$ cat src/rtl/mux_4_1_rr_arbiter_if.sv
`default_nettype none
// ============================================================================
//  Module   : mux_4_1_rr_arbiter_if
//  Brief    : Request/grant/select bundle between requesters and the
//             round-robin arbiter driving the mux_4_1 select lines.
//  Revision : 1.0  initial release
// ============================================================================
interface mux_4_1_rr_arbiter_if #(
    parameter int CNT_W = 3
);
    logic [3:0]       req;
    logic [3:0]       gnt;
    logic             s1;
    logic             s0;
    logic             busy;
    logic [CNT_W-1:0] hold_cnt;

    // Requester side: raises requests, observes grant and select state
    modport master (
        output req,
        input  gnt, s1, s0, busy, hold_cnt
    );

    // Arbiter side: consumes requests, owns grant and select state
    modport slave (
        input  req,
        output gnt, s1, s0, busy, hold_cnt
    );
endinterface
`default_nettype wire

$ cat src/rtl/mux_4_1_rr_arbiter.sv
`default_nettype none
// ============================================================================
//  Module   : mux_4_1_rr_arbiter
//  Brief    : Round-robin arbiter sharing one mux_4_1 among four requesters,
//             with a bounded hold time of MAX_HOLD cycles under contention.
//             All outputs are registered; reset is asynchronous active-low.
//  Revision : 1.0  initial release
// ============================================================================
module mux_4_1_rr_arbiter #(
    parameter int MAX_HOLD = 4,
    parameter int CNT_W    = 3
) (
    input  wire logic               clk,
    input  wire logic               rst_n,
    mux_4_1_rr_arbiter_if.slave     bus
);

    typedef enum logic [0:0] {
        ST_IDLE  = 1'b0,
        ST_GRANT = 1'b1
    } state_t;

    localparam logic [CNT_W-1:0] C_MAX_HOLD = CNT_W'(MAX_HOLD);
    localparam logic [CNT_W-1:0] C_CNT_ONE  = CNT_W'(1);

    state_t           r_state, w_state;
    logic [3:0]       r_gnt,   w_gnt;
    logic [1:0]       r_sel,   w_sel;
    logic [1:0]       r_last,  w_last;
    logic [CNT_W-1:0] r_cnt,   w_cnt;
    logic             r_busy;

    // {found, index}: first requester set in r, searching last+1 .. last
    function automatic logic [2:0] pick(input logic [3:0] r, input logic [1:0] last);
        logic [1:0] idx;
        logic       found;
        logic [1:0] win;
        found = 1'b0;
        win   = 2'd0;
        for (int i = 1; i <= 4; i++) begin
            idx = last + 2'(i);
            if (!found && r[idx]) begin
                found = 1'b1;
                win   = idx;
            end
        end
        return {found, win};
    endfunction

    // The owner is excluded when handing off or preempting; since the owner
    // is always r_last, masking its grant bit gives exactly that exclusion.
    logic [2:0] w_pick_all;
    logic [2:0] w_pick_oth;
    assign w_pick_all = pick(bus.req, r_last);
    assign w_pick_oth = pick(bus.req & ~r_gnt, r_last);

    // Next-state and next-output decode
    always_comb begin
        w_state = r_state;
        w_gnt   = r_gnt;
        w_sel   = r_sel;
        w_last  = r_last;
        w_cnt   = r_cnt;
        case (r_state)
            ST_IDLE: begin
                if (w_pick_all[2]) begin
                    w_state = ST_GRANT;
                    w_gnt   = 4'b0001 << w_pick_all[1:0];
                    w_sel   = w_pick_all[1:0];
                    w_last  = w_pick_all[1:0];
                    w_cnt   = C_CNT_ONE;
                end
            end
            ST_GRANT: begin
                if (!bus.req[r_last] || (r_cnt == C_MAX_HOLD)) begin
                    if (w_pick_oth[2]) begin
                        // Zero-bubble handoff or preemption to the next waiter
                        w_gnt  = 4'b0001 << w_pick_oth[1:0];
                        w_sel  = w_pick_oth[1:0];
                        w_last = w_pick_oth[1:0];
                        w_cnt  = C_CNT_ONE;
                    end else if (!bus.req[r_last]) begin
                        // Owner released with nobody waiting; select lines hold
                        w_state = ST_IDLE;
                        w_gnt   = 4'b0000;
                        w_cnt   = '0;
                    end
                    // else: sole requester at the limit keeps the grant, count saturates
                end else begin
                    w_cnt = r_cnt + C_CNT_ONE;
                end
            end
            default: begin
                w_state = ST_IDLE;
                w_gnt   = 4'b0000;
                w_cnt   = '0;
            end
        endcase
    end

    // State and output registers; reset clears everything immediately
    always_ff @(posedge clk or negedge rst_n) begin
        if (!rst_n) begin
            r_state <= ST_IDLE;
            r_gnt   <= 4'b0000;
            r_sel   <= 2'b00;
            r_last  <= 2'd3;
            r_cnt   <= '0;
            r_busy  <= 1'b0;
        end else begin
            r_state <= w_state;
            r_gnt   <= w_gnt;
            r_sel   <= w_sel;
            r_last  <= w_last;
            r_cnt   <= w_cnt;
            r_busy  <= |w_gnt;
        end
    end

    assign bus.gnt      = r_gnt;
    assign bus.s1       = r_sel[1];
    assign bus.s0       = r_sel[0];
    assign bus.busy     = r_busy;
    assign bus.hold_cnt = r_cnt;

endmodule
`default_nettype wire

$ cat src/flat_wrapper.sv
// flat-port wrapper written by rule: the top's interface ports become plain ports
module mux_4_1_rr_arbiter_flat 
#(
    parameter int MAX_HOLD = 4,
    parameter int CNT_W    = 3
)
  (clk, rst_n, bus_req, bus_gnt, bus_s1, bus_s0, bus_busy, bus_hold_cnt);
  mux_4_1_rr_arbiter_if #(.CNT_W(CNT_W)) bus_i ();
  input  wire logic clk;
  input  wire logic rst_n;
  input wire logic [$bits(bus_i.req)-1:0] bus_req;
  output wire logic [$bits(bus_i.gnt)-1:0] bus_gnt;
  output wire logic [$bits(bus_i.s1)-1:0] bus_s1;
  output wire logic [$bits(bus_i.s0)-1:0] bus_s0;
  output wire logic [$bits(bus_i.busy)-1:0] bus_busy;
  output wire logic [$bits(bus_i.hold_cnt)-1:0] bus_hold_cnt;
  assign bus_i.req = bus_req;
  assign bus_gnt = bus_i.gnt;
  assign bus_s1 = bus_i.s1;
  assign bus_s0 = bus_i.s0;
  assign bus_busy = bus_i.busy;
  assign bus_hold_cnt = bus_i.hold_cnt;
  mux_4_1_rr_arbiter #(.MAX_HOLD(MAX_HOLD), .CNT_W(CNT_W)) u_core (.clk(clk), .rst_n(rst_n), .bus(bus_i));
endmodule
$ cat config.mk
export PLATFORM = sky130hd
export DESIGN_NAME = mux_4_1_rr_arbiter_flat
export DESIGN_NICKNAME = d
export VERILOG_FILES = /design/src/rtl/mux_4_1_rr_arbiter_if.sv /design/src/rtl/mux_4_1_rr_arbiter.sv /design/src/flat_wrapper.sv
export SDC_FILE = /design/constraint.sdc
export NUM_CORES = 1
export LEC_CHECK = 0
export ABC_AREA = 1
export BUFFER_PORTS_ARGS = -buffer_cell sky130_fd_sc_hd__buf_2
export CAP_MARGIN = 25
export CORE_AREA = 10 10 62 64
export DETAILED_ROUTE_END_ITERATION = 10
export DIE_AREA = 0 0 72 74
export HOLD_SLACK_MARGIN = 0.15
export PLACE_DENSITY = 0.68
export SYNTH_ARGS = -nofsm -noshare
export SYNTH_HDL_FRONTEND = slang
export SYNTH_SLANG_ARGS = --single-unit
$ cat constraint.sdc
create_clock -name clk -period 3.1 [get_ports clk]
set_clock_uncertainty 0.2 [all_clocks]
set_input_delay 0.155 -clock clk [delete_from_list [all_inputs] [get_ports clk]]
set_output_delay 0.155 -clock clk [all_outputs]
set_load 0.01 [all_outputs]
==> results of run 1 <==
metrics by stage:
stage                     power, W  setup slack [ps]  utilization  cells  hold WS [ps]
after floorplan            0.00142              1090            -    197          -341
after global placement     0.00167               804        0.507    240          -146
after detailed placement   0.00169               784        0.507    240          -138
after CTS                  0.00181               765        0.524    246           169
after global routing       0.00203               536        0.524    246           169
final                      0.00180               757        0.524    246           159
flip-flops by register name, summed over array words and instances (netlist names):
register             cells
u_core.bus.hold_cnt      3
u_core.r_sel             2
u_core.r_state           1
u_core.r_last            2
u_core.bus.gnt           4
u_core.bus.busy          1
synth_stat cells (3+ instances only):
| cell type | number | area, sq um |
|---|---|---|
| nand2_1 | 66 | 248 |
| nor2_2 | 6 | 37.5 |
| o21ai_0 | 5 | 25.0 |
| nand3_1 | 21 | 105 |
| inv_1 | 15 | 56.3 |
| nor2_1 | 11 | 41.3 |
| dfrtp_1 | 11 | 275 |
| nand4_1 | 3 | 18.8 |
| nand3_2 | 5 | 50.1 |
| inv_2 | 6 | 22.5 |
| a21oi_1 | 8 | 40.0 |
| nand2_2 | 18 | 113 |
how the worst max path moves through the flow:
stage	slack [ps]	to	startpoint	depth (start not counted)
2_1_floorplan	1090	u_core.bus.busy	u_core.r_last[1]	16
6_report	760	u_core.bus.busy	u_core.r_last[0]	14
4_1_cts	770	u_core.r_sel[1]	u_core.r_last[0]	11
3_3_place_gp	800	u_core.r_last[1]	u_core.r_last[0]	12
3_5_place_dp	780	u_core.r_sel[1]	u_core.r_last[0]	11
5_1_grt	540	u_core.r_last[1]	u_core.r_last[0]	12
layer usage:
metal	vias to the layer above	GRT usage
li1	663	-
met1	593	0.141
met2	34	0.216
met3	7	0.0253
met4	0	0.0473
met5	-	0
cell type report:
type / instances / area, sq um / share of cell area
inverter: 23 / 88.8 / 0.0637
sequential: 13 / 328 / 0.235
timing repair buffer: 17 / 95.1 / 0.0682
clock buffer: 4 / 26.3 / 0.0188
multi-input combinational: 158 / 818 / 0.587
tap: 31 / 38.8 / 0.0278
power groups by stage:
stage | combinational (W) | sequential [W] | clock [W]
finish | 0.00132 | 0.000367 | 0.000114
detailed placement | 0.00132 | 0.000369 | 0
floorplan | 0.00108 | 0.000347 | 0
CTS | 0.00133 | 0.000367 | 0.000115
global placement | 0.00130 | 0.000366 | 0
global route | 0.00152 | 0.000381 | 0.000121
logic make-up after synthesis:
logic type | share of synthesized area
AO/OA/AOI/OAI | 0.0893
XOR/XNOR | 0.00695
buffers and inverters | 0.0913
adder cells (fa/ha/maj) | 0.0198
flip-flops | 0.260
AND/OR/NAND/NOR | 0.533
cell usage in the layout (no fill, tap or decap):
master	netlist	routed
nand3_1	21	21
dlygate4sd3_1	0	2
inv_4	1	1
o21bai_1	1	1
o31ai_1	1	1
a22oi_1	1	1
buf_2	0	15
nand3_2	5	5
inv_2	6	6
nand2_1	66	66
nor2_4	2	2
xnor2_1	1	1
o211ai_1	1	1
nand4_1	3	3
clkinv_1	1	1
clkbuf_1	0	1
dfstp_2	2	2
o21ai_0	5	5
inv_1	15	15
nand2_2	18	18
nor2b_4	1	1
dfrtp_1	11	11
o21ai_1	2	2
a21boi_1	1	1
ha_1	2	2
clkbuf_4	0	3
nor2_2	6	6
nor2_1	11	11
nand2_4	2	2
a21oi_1	8	8
what timing repair did:
item | CTS | global route
hold buffers | 2 | 0
endpoints found under the hold margin | 13 | 0
setup buffers | 0 | 0
gates resized for setup | 0 | 0
==> metrics.log, run 1 <==
INFO  metric finalCriticalPeriod = around 2300 ps
INFO  metric timing.hold.worst.class = input pin to async pin
INFO  metric met3_wl = 177 um
INFO  metric io_buffers = 15
INFO  metric drt_drc_violations_left = 0
INFO  metric total_routed_length = 3120 um
INFO  metric globalRouteOverflowTotal = 0
INFO  metric synthArstFlopShare = 1.00
INFO  metric core-area = roughly 2700 sq um
INFO  metric detail_route.wirelength.met1 = approximately 1400 um
INFO  metric final_nets = 224
INFO  metric finalMaxSlewViolations = 0
INFO  metric synthDistinctLibCells = 28
INFO  metric start_util = 0.474
INFO  metric clock_path_buffers = 2
INFO  metric postLayoutCellArea = between 1000 and 1500 sq um
INFO  metric setup.worst_path.end_class = flip-flop
INFO  metric drt_pass1_iterations = 4
INFO  metric p_int = ~0.00076 W
INFO  metric power.static_leakage = 0.762 nW
INFO  metric dr.first_iter.drc_count = 96
INFO  metric gpl.final_weighted_congestion = 0.951
INFO  metric slew_headroom = 0.657
INFO  metric grt_antenna_before_repair = 0
INFO  metric cts_inserted_buffers = 3
INFO  metric power.combinational.fraction = 0.733
INFO  metric sw_frac_of_total = 0.579
INFO  metric worst_ep_required_time = 3090 ps
INFO  metric timing.critical_path.max_delay_family = simple AND/OR/NAND/NOR gates
INFO  metric grt_first_pass_wirelength = 5440 um
INFO  metric placed_area = approximately 1300 sq um
INFO  metric worst-path-max-fanout = 14
INFO  metric synth.yosys.seq_area_share = 0.260
INFO  metric share_of_final_layout_standard_cells_stronger_than_drive_strength_1 = 0.284
INFO  metric avgViaCountPerCell = 5.27
INFO  metric p_seq_frac = 0.204
INFO  metric synth.ff_latch_count = 13
INFO  metric synth_flop_cell = dfrtp_1
INFO  metric die_h = 74 um
INFO  metric syn-num-nets = 205
INFO  metric worst_ep_arrival_time = 2340 ps
INFO  metric die_x = 72 um
INFO  metric clock_tree.htree_level_count = 1
INFO  metric netSwitchingPower = 0.00104 W
INFO  metric yosysWarnings = 0
INFO  metric clockRootBuffer = clkbuf_4
INFO  metric finalSetupTns = 0 ps
INFO  metric wl_met2 = 1520 um
INFO  metric reg2reg_to = u_core.bus.busy
INFO  metric clk_pin_slew_worst_paths = 90 ps
INFO  metric startpoint_type = flip-flop
INFO  metric crit_path_cell_trace = inv_2, nand2_1, nand2_2, nand2_1, inv_1, o21ai_0, nand2_1, o21bai_1, nand2_1, nand2_1, nor2_2, nand2_2, nor2_1, nand2_1
INFO  metric critical_path.max_stage_delay = between 600 and 700 ps
INFO  metric fmaxAchievable = 0.427 GHz
INFO  metric reg2reg_from = u_core.r_last[0]
INFO  metric synth-edff-count = 0
INFO  metric critical_path.slowest_cell = dfstp_2
INFO  metric final_min_period_over_clock_period = 0.756
INFO  metric clkPwrFrac = 0.064
INFO  metric place_hpwl = 2470 um
INFO  metric route.antenna.remaining_nets = 0
INFO  metric outcome = completed
INFO  metric worst_slew_pin_slew = just over 500 ps
INFO  metric r2r_setup_slack = 760 ps
INFO  metric grt_pass1_vias = 1251
INFO  metric power.density_cell_area = 1290 nW/um^2
INFO  metric floorplan.io_pins = 16
INFO  metric clkLatencyLatePin = 290 ps
INFO  metric rsz0062_at_grt = no
INFO  metric irDropWorstVdd = 0.000618 V
INFO  metric synth_area = 1260 sq um
INFO  metric number_of_setup_violations_in_the_final_report = 0
INFO  metric timing.max_cap.violations = 0
INFO  metric diodes = 0
INFO  metric pin_count_of_the_biggest_net_entering_global_routing = 15
INFO  metric gr-usage-all-layers = 0.122
INFO  metric cts_num_sinks = 13
INFO  metric crit_path_frequent_cell = nand2_1
INFO  metric cts_tree = done
INFO  metric syn-instance-count = 197
INFO  metric syn_to_final_growth = 10.6%
INFO  metric critPathKind = flip-flop to flip-flop
INFO  metric wire_per_inst = 12.7 um
INFO  metric fillers = 269
INFO  metric via_count = between 1k and 1.5k
INFO  metric placementRows = 19
INFO  metric critical_path_buf_inv_count = 2
INFO  metric topRoutingLayerUsed = met4
INFO  metric die_outline_area = 5330 sq um
INFO  metric depth_of_the_worst_register_to_register_path = 14
INFO  metric synth.avg_cell_area = 6.40 sq um
INFO  metric timing.final.hold_violations = 0
Note: power is estimated with default switching activity, not from simulation.
==> inputs of run 2 (changes only) <==
--- a/config.mk
+++ b/config.mk
@@ -12,7 +12,7 @@
 export DETAILED_ROUTE_END_ITERATION = 10
 export DIE_AREA = 0 0 72 74
 export HOLD_SLACK_MARGIN = 0.15
-export PLACE_DENSITY = 0.68
+export PLACE_DENSITY = 0.7
 export SYNTH_ARGS = -nofsm -noshare
 export SYNTH_HDL_FRONTEND = slang
 export SYNTH_SLANG_ARGS = --single-unit
==> constraint.sdc (replaced) <==
create_clock -name clk -period 1.9 [get_ports clk]
set_clock_uncertainty 0.2 [all_clocks]
set_input_delay 0.095 -clock clk [delete_from_list [all_inputs] [get_ports clk]]
set_output_delay 0.095 -clock clk [all_outputs]
set_load 0.01 [all_outputs]
==> run 2 against run 1 <==
  * The flow now finishes with violations (setup timing)
  * Via count increased by 8.2%
  * Routed wire length is 11% higher
  * Sequential power grew 47%
  * First-iteration DRC count fell by 6.3%
  * Critical path type unchanged
  * Largest power group unchanged
==> metrics.log, run 2 (same netlist as run 1, synthesis figures left out) <==
INFO  metric total_routed_length = 3460 um
INFO  metric critical_path.max_stage_delay = ~590 ps
INFO  metric startpoint_type = flip-flop
INFO  metric finalMaxSlewViolations = 0
INFO  metric globalRouteOverflowTotal = 0
INFO  metric largest_register_ffs = 4
INFO  metric diodes = 0
INFO  metric clock_tree.htree_level_count = 1
INFO  metric wire_per_inst = roughly 13 um
INFO  metric setup.worst_path.end_class = flip-flop
INFO  metric hold_path_depth = 7
INFO  metric die_h = 74 um
INFO  metric outcome = finished with violations
INFO  metric critPathKind = flip-flop to flip-flop
INFO  metric power.combinational.fraction = 0.801
INFO  metric grt_first_pass_wirelength = 5820 um
INFO  metric drt_drc_violations_left = 0
INFO  metric cts_inserted_buffers = 3
INFO  metric via_count = 1404
INFO  metric commonest_non_fill_non_tap_cells_in_the_layout = 57 x nand2_1, 24 x buf_4, 23 x nand2_2, 19 x nand3_1, 15 x buf_2
INFO  metric r2r_setup_slack = -280 ps
INFO  metric worst_ep_arrival_time = 2160 ps
INFO  metric avgViaCountPerCell = 5.16
INFO  metric critical_path_buf_inv_count = 1
INFO  metric cts_num_sinks = 13
INFO  metric worst_slew_pin_slew = 518 ps
INFO  metric syn_to_final_growth = 32.9%
INFO  metric p_int = 0.00166 W
INFO  metric pin_count_of_the_biggest_net_entering_global_routing = 13
INFO  metric slew_headroom = 0.654
INFO  metric final_min_period_over_clock_period = 1.15
INFO  metric netSwitchingPower = 0.00193 W
INFO  metric power.static_leakage = between 0.9 and 1 nW
INFO  metric die_x = 72 um
INFO  metric finalCoreUtilization = 0.630
INFO  metric finish.cell_count_without_fillers = roughly 270
INFO  metric mostFrequentLayoutCell = nand2_1
INFO  metric dr.first_iter.drc_count = 90
INFO  metric p_seq_frac = 0.150
INFO  metric core-area = 2660 sq um
INFO  metric depth_of_the_worst_register_to_register_path = 12
INFO  metric gpl.final_weighted_congestion = 0.888
INFO  metric place_hpwl = 2610 um
INFO  metric min_from = bus_req[0]
INFO  metric grt_antenna_before_repair = 0
INFO  metric seqCellArea = between 300 and 400 sq um
INFO  metric clockRootBuffer = clkbuf_4
INFO  metric placementRows = 19
INFO  metric timing.hold.worst.class = input pin to flip-flop
INFO  metric rsz0062_at_grt = yes
INFO  metric place.detailed.instances = 264
INFO  metric die_outline_area = roughly 5300 sq um
INFO  metric worst_hold_path.endpoint = u_core.r_state
INFO  metric finalCriticalPeriod = 2180 ps
INFO  metric fmaxAchievable = ~0.46 GHz
INFO  metric number_of_setup_violations_in_the_final_report = 13
INFO  metric critical_path.slowest_cell = dfstp_2
INFO  metric drt_pass1_iterations = 4
INFO  metric final_layout_worst_hold_slack = 189 ps
INFO  metric final.setup.worst_slack = -280 ps
INFO  metric power.density_cell_area = 2140 nW/um^2
INFO  metric final_nets = 250
INFO  metric multiInputGateArea = 891 sq um
INFO  metric violated_checks = setup timing
INFO  metric route.antenna.remaining_nets = 0
INFO  metric cts_tree = done
INFO  metric reg2reg_from = u_core.r_last[0]
INFO  metric start_util = 0.474
INFO  metric reg2reg_to = u_core.bus.hold_cnt[0]
INFO  metric share_of_final_layout_standard_cells_stronger_than_drive_strength_1 = 0.427
INFO  metric fillers = 264
INFO  metric floorplan.io_pins = 16
INFO  metric timing.max_cap.violations = 0
INFO  metric sw_frac_of_total = 0.538
INFO  metric io_buffers = 15
INFO  metric clkPwrFrac = 0.048
INFO  metric grt_pass1_vias = between 1k and 1.5k
INFO  metric clkLatencyLatePin = 280 ps
INFO  metric clock_path_buffers = 2
INFO  metric irDropWorstVdd = 0.00149 V
INFO  metric timing.final.hold_violations = 0
INFO  metric gr-usage-all-layers = 0.131
INFO  metric worst_ep_required_time = 1870 ps
INFO  metric timing.critical_path.max_delay_family = simple AND/OR/NAND/NOR gates
INFO  metric crit_path_cell_trace = buf_4, nand2_1, nand2_4, nand3_1, nand2_1, nand2_2, nor2_4, nand3_2, nand2_2, o21ai_0, nor2_1, a21oi_1
INFO  metric worst-path-max-fanout = 7
INFO  metric clk_pin_slew_worst_paths = 80 ps
==> run 2: changes by cell type in the layout (fill, tap and decap cells not counted), sizes merged <==
cell,change
buf,+25
dlygate4sd3,+1
==> run 2: layout make-up <==
class / count / area share
multi-input cells: 158 / 0.531
flip-flops and latches: 13 / 0.196
repair buffers: 43 / 0.177
inverters: 23 / 0.0575
well taps: 31 / 0.0231
clock buffers: 4 / 0.0157
==> run 2: power groups by stage <==
stage / sequential (W) / combinational [W] / clock (W)
2_1_floorplan: 0.000568 / 0.00180 / 0
3_3_place_gp: 0.000532 / 0.00260 / 0
3_5_place_dp: 0.000531 / 0.00262 / 0
4_1_cts: 0.000537 / 0.00274 / 0.000174
5_1_grt: 0.000556 / 0.00321 / 0.000185
6_report: 0.000539 / 0.00287 / 0.000173
==> run 2: worst max-delay path by stage <==
stage	cells past startpoint	endpoint	slack (ps)	from
after floorplan	15	u_core.bus.busy	-70	u_core.r_last[0]
after global placement	12	u_core.bus.busy	-250	u_core.r_last[0]
after global routing	14	u_core.bus.busy	-430	u_core.r_last[0]
final	12	u_core.bus.hold_cnt[0]	-280	u_core.r_last[0]
after detailed placement	15	u_core.bus.busy	-250	u_core.r_last[0]
after CTS	14	u_core.bus.busy	-240	u_core.r_last[0]
==> run 2: tightest hold or removal path, delay by kind of cell <==
| kind | cells | cell delay, ps |
|---|---|---|
| buffers and inverters | 2 | 210 |
| and+or+nand+nor | 4 | 250 |
| AOI/OAI and AO/OA | 1 | 70 |
==> run 2: layer usage <==
layer,GRT usage,part of all wire,vias up
met5,0,0,-
met4,0.0452,0.012,0
met3,0.0266,0.045,5
met2,0.235,0.51,30
met1,0.152,0.43,651
li1,-,-,718
==> run 2: what timing repair did <==
action	in CTS	in global routing
hold endpoints to repair	13	0
hold buffers	3	0
buffers inserted	0	1
setup endpoints to repair	13	13
cloned	0	0
gates resized for setup	13	9
pin swaps	3	3
==> run 2: per-stage QoR <==
stage | TNS (ps) | total power, W | cell area (sq um) | worst slack, ps
2_1_floorplan | -96.4 | 0.00236 | 1280 | -74.4
6_report | -2670 | 0.00358 | 1680 | -280
4_1_cts | -2070 | 0.00345 | 1640 | -238
3_5_place_dp | -1930 | 0.00315 | 1540 | -249
5_1_grt | -4250 | 0.00395 | 1680 | -429
3_3_place_gp | -1570 | 0.00313 | 1540 | -253
==> inputs of run 3 (changes only) <==
==> constraint.sdc (replaced) <==
create_clock -name clk -period 1.8 [get_ports clk]
set_clock_uncertainty 0.2 [all_clocks]
set_input_delay 0.09 -clock clk [delete_from_list [all_inputs] [get_ports clk]]
set_output_delay 0.09 -clock clk [all_outputs]
set_load 0.01 [all_outputs]
==> run 3 against run 2 <==
  * The run still ends with setup timing left
  * Routed wire length increased by 4.8%
  * Flip-flop and latch count did not move
  * Sequential power increased by 8.0%
  * Clock power up 6%
  * Critical endpoint is now u_core.bus.busy
  * Highest routed layer unchanged
==> metrics.log, run 3 (same netlist as run 1, synthesis figures left out) <==
INFO  metric outcome = finished with violations
INFO  metric violated_checks = setup timing
INFO  metric worst-path-max-fanout = 5
INFO  metric setup.worst_path.end_class = flip-flop
INFO  metric gr-usage-all-layers = 0.130
INFO  metric depth_of_the_worst_register_to_register_path = 14
INFO  metric io_buffers = 15
INFO  metric via_count = 1411
INFO  metric clockRootBuffer = clkbuf_4
INFO  metric mostFrequentLayoutCell = nand2_1
INFO  metric power.static_leakage = 0.974 nW
INFO  metric cts_inserted_buffers = 3
INFO  metric grt_antenna_before_repair = 0
INFO  metric worst_ep_required_time = approximately 1800 ps
INFO  metric diodes = 0
INFO  metric avgViaCountPerCell = between 5 and 6
INFO  metric pin_count_of_the_biggest_net_entering_global_routing = 13
INFO  metric share_of_final_layout_standard_cells_stronger_than_drive_strength_1 = 0.548
INFO  metric cts_tree = done
INFO  metric final_layout_worst_hold_slack = 212 ps
INFO  metric grt_first_pass_wirelength = 5780 um
INFO  metric total_routed_length = 3630 um
INFO  metric seqCellArea = 328 sq um
INFO  metric power.combinational.fraction = 0.821
INFO  metric globalRouteOverflowTotal = 0
INFO  metric netSwitchingPower = 0.00225 W
INFO  metric reg2reg_to = u_core.bus.busy
INFO  metric sw_frac_of_total = 0.528
INFO  metric worst_slew_pin_slew = 507 ps
INFO  metric die_outline_area = 5330 sq um
INFO  metric largest_register_ffs = 4
INFO  metric place.detailed.instances = ~270
INFO  metric timing.max_cap.violations = 0
INFO  metric power.density_cell_area = 2310 nW/um^2
INFO  metric final_min_period_over_clock_period = 1.22
INFO  metric core-area = 2660 sq um
INFO  metric final.setup.worst_slack = -401 ps
INFO  metric timing.final.hold_violations = 0
INFO  metric start_util = 0.474
INFO  metric rsz0062_at_grt = yes
INFO  metric cts_num_sinks = 13
INFO  metric fillers = 237
INFO  metric clkPwrFrac = 0.043
INFO  metric placementRows = 19
INFO  metric clock_path_buffers = 2
INFO  metric multiInputGateArea = 1000 sq um
INFO  metric number_of_setup_violations_in_the_final_report = 13
INFO  metric drt_pass1_iterations = 4
INFO  metric startpoint_type = flip-flop
INFO  metric critPathLaunch = u_core.r_last[0]
INFO  metric finalCriticalPeriod = 2200 ps
INFO  metric finish.cell_count_without_fillers = 279
INFO  metric critPathKind = flip-flop to flip-flop
INFO  metric route.antenna.remaining_nets = 0
INFO  metric clkLatencyLatePin = approximately 280 ps
INFO  metric place_hpwl = 2570 um
INFO  metric slew_headroom = 0.661
INFO  metric die_x = 72 um
INFO  metric critPathCapture = u_core.bus.busy
INFO  metric timing.hold.worst.class = input pin to flip-flop
INFO  metric clk_pin_slew_worst_paths = 80 ps
INFO  metric floorplan.io_pins = 16
INFO  metric reg2reg_from = u_core.r_last[0]
INFO  metric clock_tree.htree_level_count = 1
INFO  metric dpl_worst_slack = -344 ps
INFO  metric wire_per_inst = 13.0 um
INFO  metric final_nets = 257
INFO  metric worst_ep_arrival_time = 2180 ps
INFO  metric dr.first_iter.drc_count = 98
INFO  metric irDropWorstVdd = about 0.0016 V
INFO  metric gpl.final_weighted_congestion = 0.883
INFO  metric fmaxAchievable = between 0.4 and 0.5 GHz
INFO  metric finalMaxSlewViolations = 0
INFO  metric p_seq_frac = 0.136
INFO  metric drt_drc_violations_left = 0
INFO  metric syn_to_final_growth = 46.6%
INFO  metric p_int = 0.00201 W
INFO  metric grt_pass1_vias = 1322
INFO  metric commonest_non_fill_non_tap_cells_in_the_layout = 45 x nand2_1, 32 x nand2_2, 29 x buf_4, 15 x buf_2
INFO  metric die_h = 74 um
INFO  metric r2r_setup_slack = -400 ps
## run 3: final cells by class
class / count / area share
multi-input cells: 158 / 0.541
repair buffers: 50 / 0.193
clock buffers: 4 / 0.0142
inverters: 23 / 0.0535
well taps: 31 / 0.0210
flip-flops and latches: 13 / 0.177
## run 3: how the worst min path moves through the flow
stage               start                     end  slack [ps]  cells after the start
2_1_floorplan       rst_n         u_core.bus.busy        -410                      0
3_3_place_gp        rst_n  u_core.bus.hold_cnt[0]        -210                      1
3_5_place_dp        rst_n  u_core.bus.hold_cnt[2]        -210                      1
4_1_cts        bus_req[0]          u_core.r_state         190                      7
5_1_grt        bus_req[2]          u_core.r_state         260                      7
6_report       bus_req[1]          u_core.r_state         210                      7
## run 3: repair_timing
item	in CTS	in global routing
setup endpoints to repair	13	13
pin swaps	0	22
endpoints found under the hold margin	13	0
gates cloned	0	1
hold buffers	3	0
gates resized for setup	5	50
setup buffers	0	5
## run 3: metrics by stage
step	total power (W)	util	cell area, sq um	TNS, ps
final	0.00427	0.695	1850	-4230
after global routing	0.00469	0.695	1850	-5900
after CTS	0.00367	0.614	1640	-3210
after detailed placement	0.00338	0.585	1560	-3260
after global placement	0.00336	0.585	1560	-2940
after floorplan	0.00250	-	1280	-1050
## run 3: critical path: stages, from the launching register on
cell	delay, ps
dfstp_2	640
buf_6	170
nand2_4	60
nand2_4	90
nand3_2	70
nand2_2	80
nand2_2	60
nor2_4	140
nand3_2	110
nand2_4	100
nor2_2	40
nand3_1	110
nand2_2	70
nor2_2	110
nand2_1	50
## run 3: power by group through the flow
| stage | Combinational [W] | Clock [W] | Sequential, W |
|---|---|---|---|
| 3_3_place_gp | 0.00280 | 0 | 0.000560 |
| 3_5_place_dp | 0.00282 | 0 | 0.000558 |
| 4_1_cts | 0.00292 | 0.000189 | 0.000560 |
| 6_report | 0.00350 | 0.000184 | 0.000582 |
| 2_1_floorplan | 0.00190 | 0 | 0.000600 |
| 5_1_grt | 0.00389 | 0.000201 | 0.000599 |
## run 3: layer usage
layer  GRT usage  wire length (um)  vias up
met2       0.218              1820       28
met3      0.0332               170        4
li1            -                 -      726
met1       0.163              1610      653
met5           0                 0        -
met4      0.0280                21        0
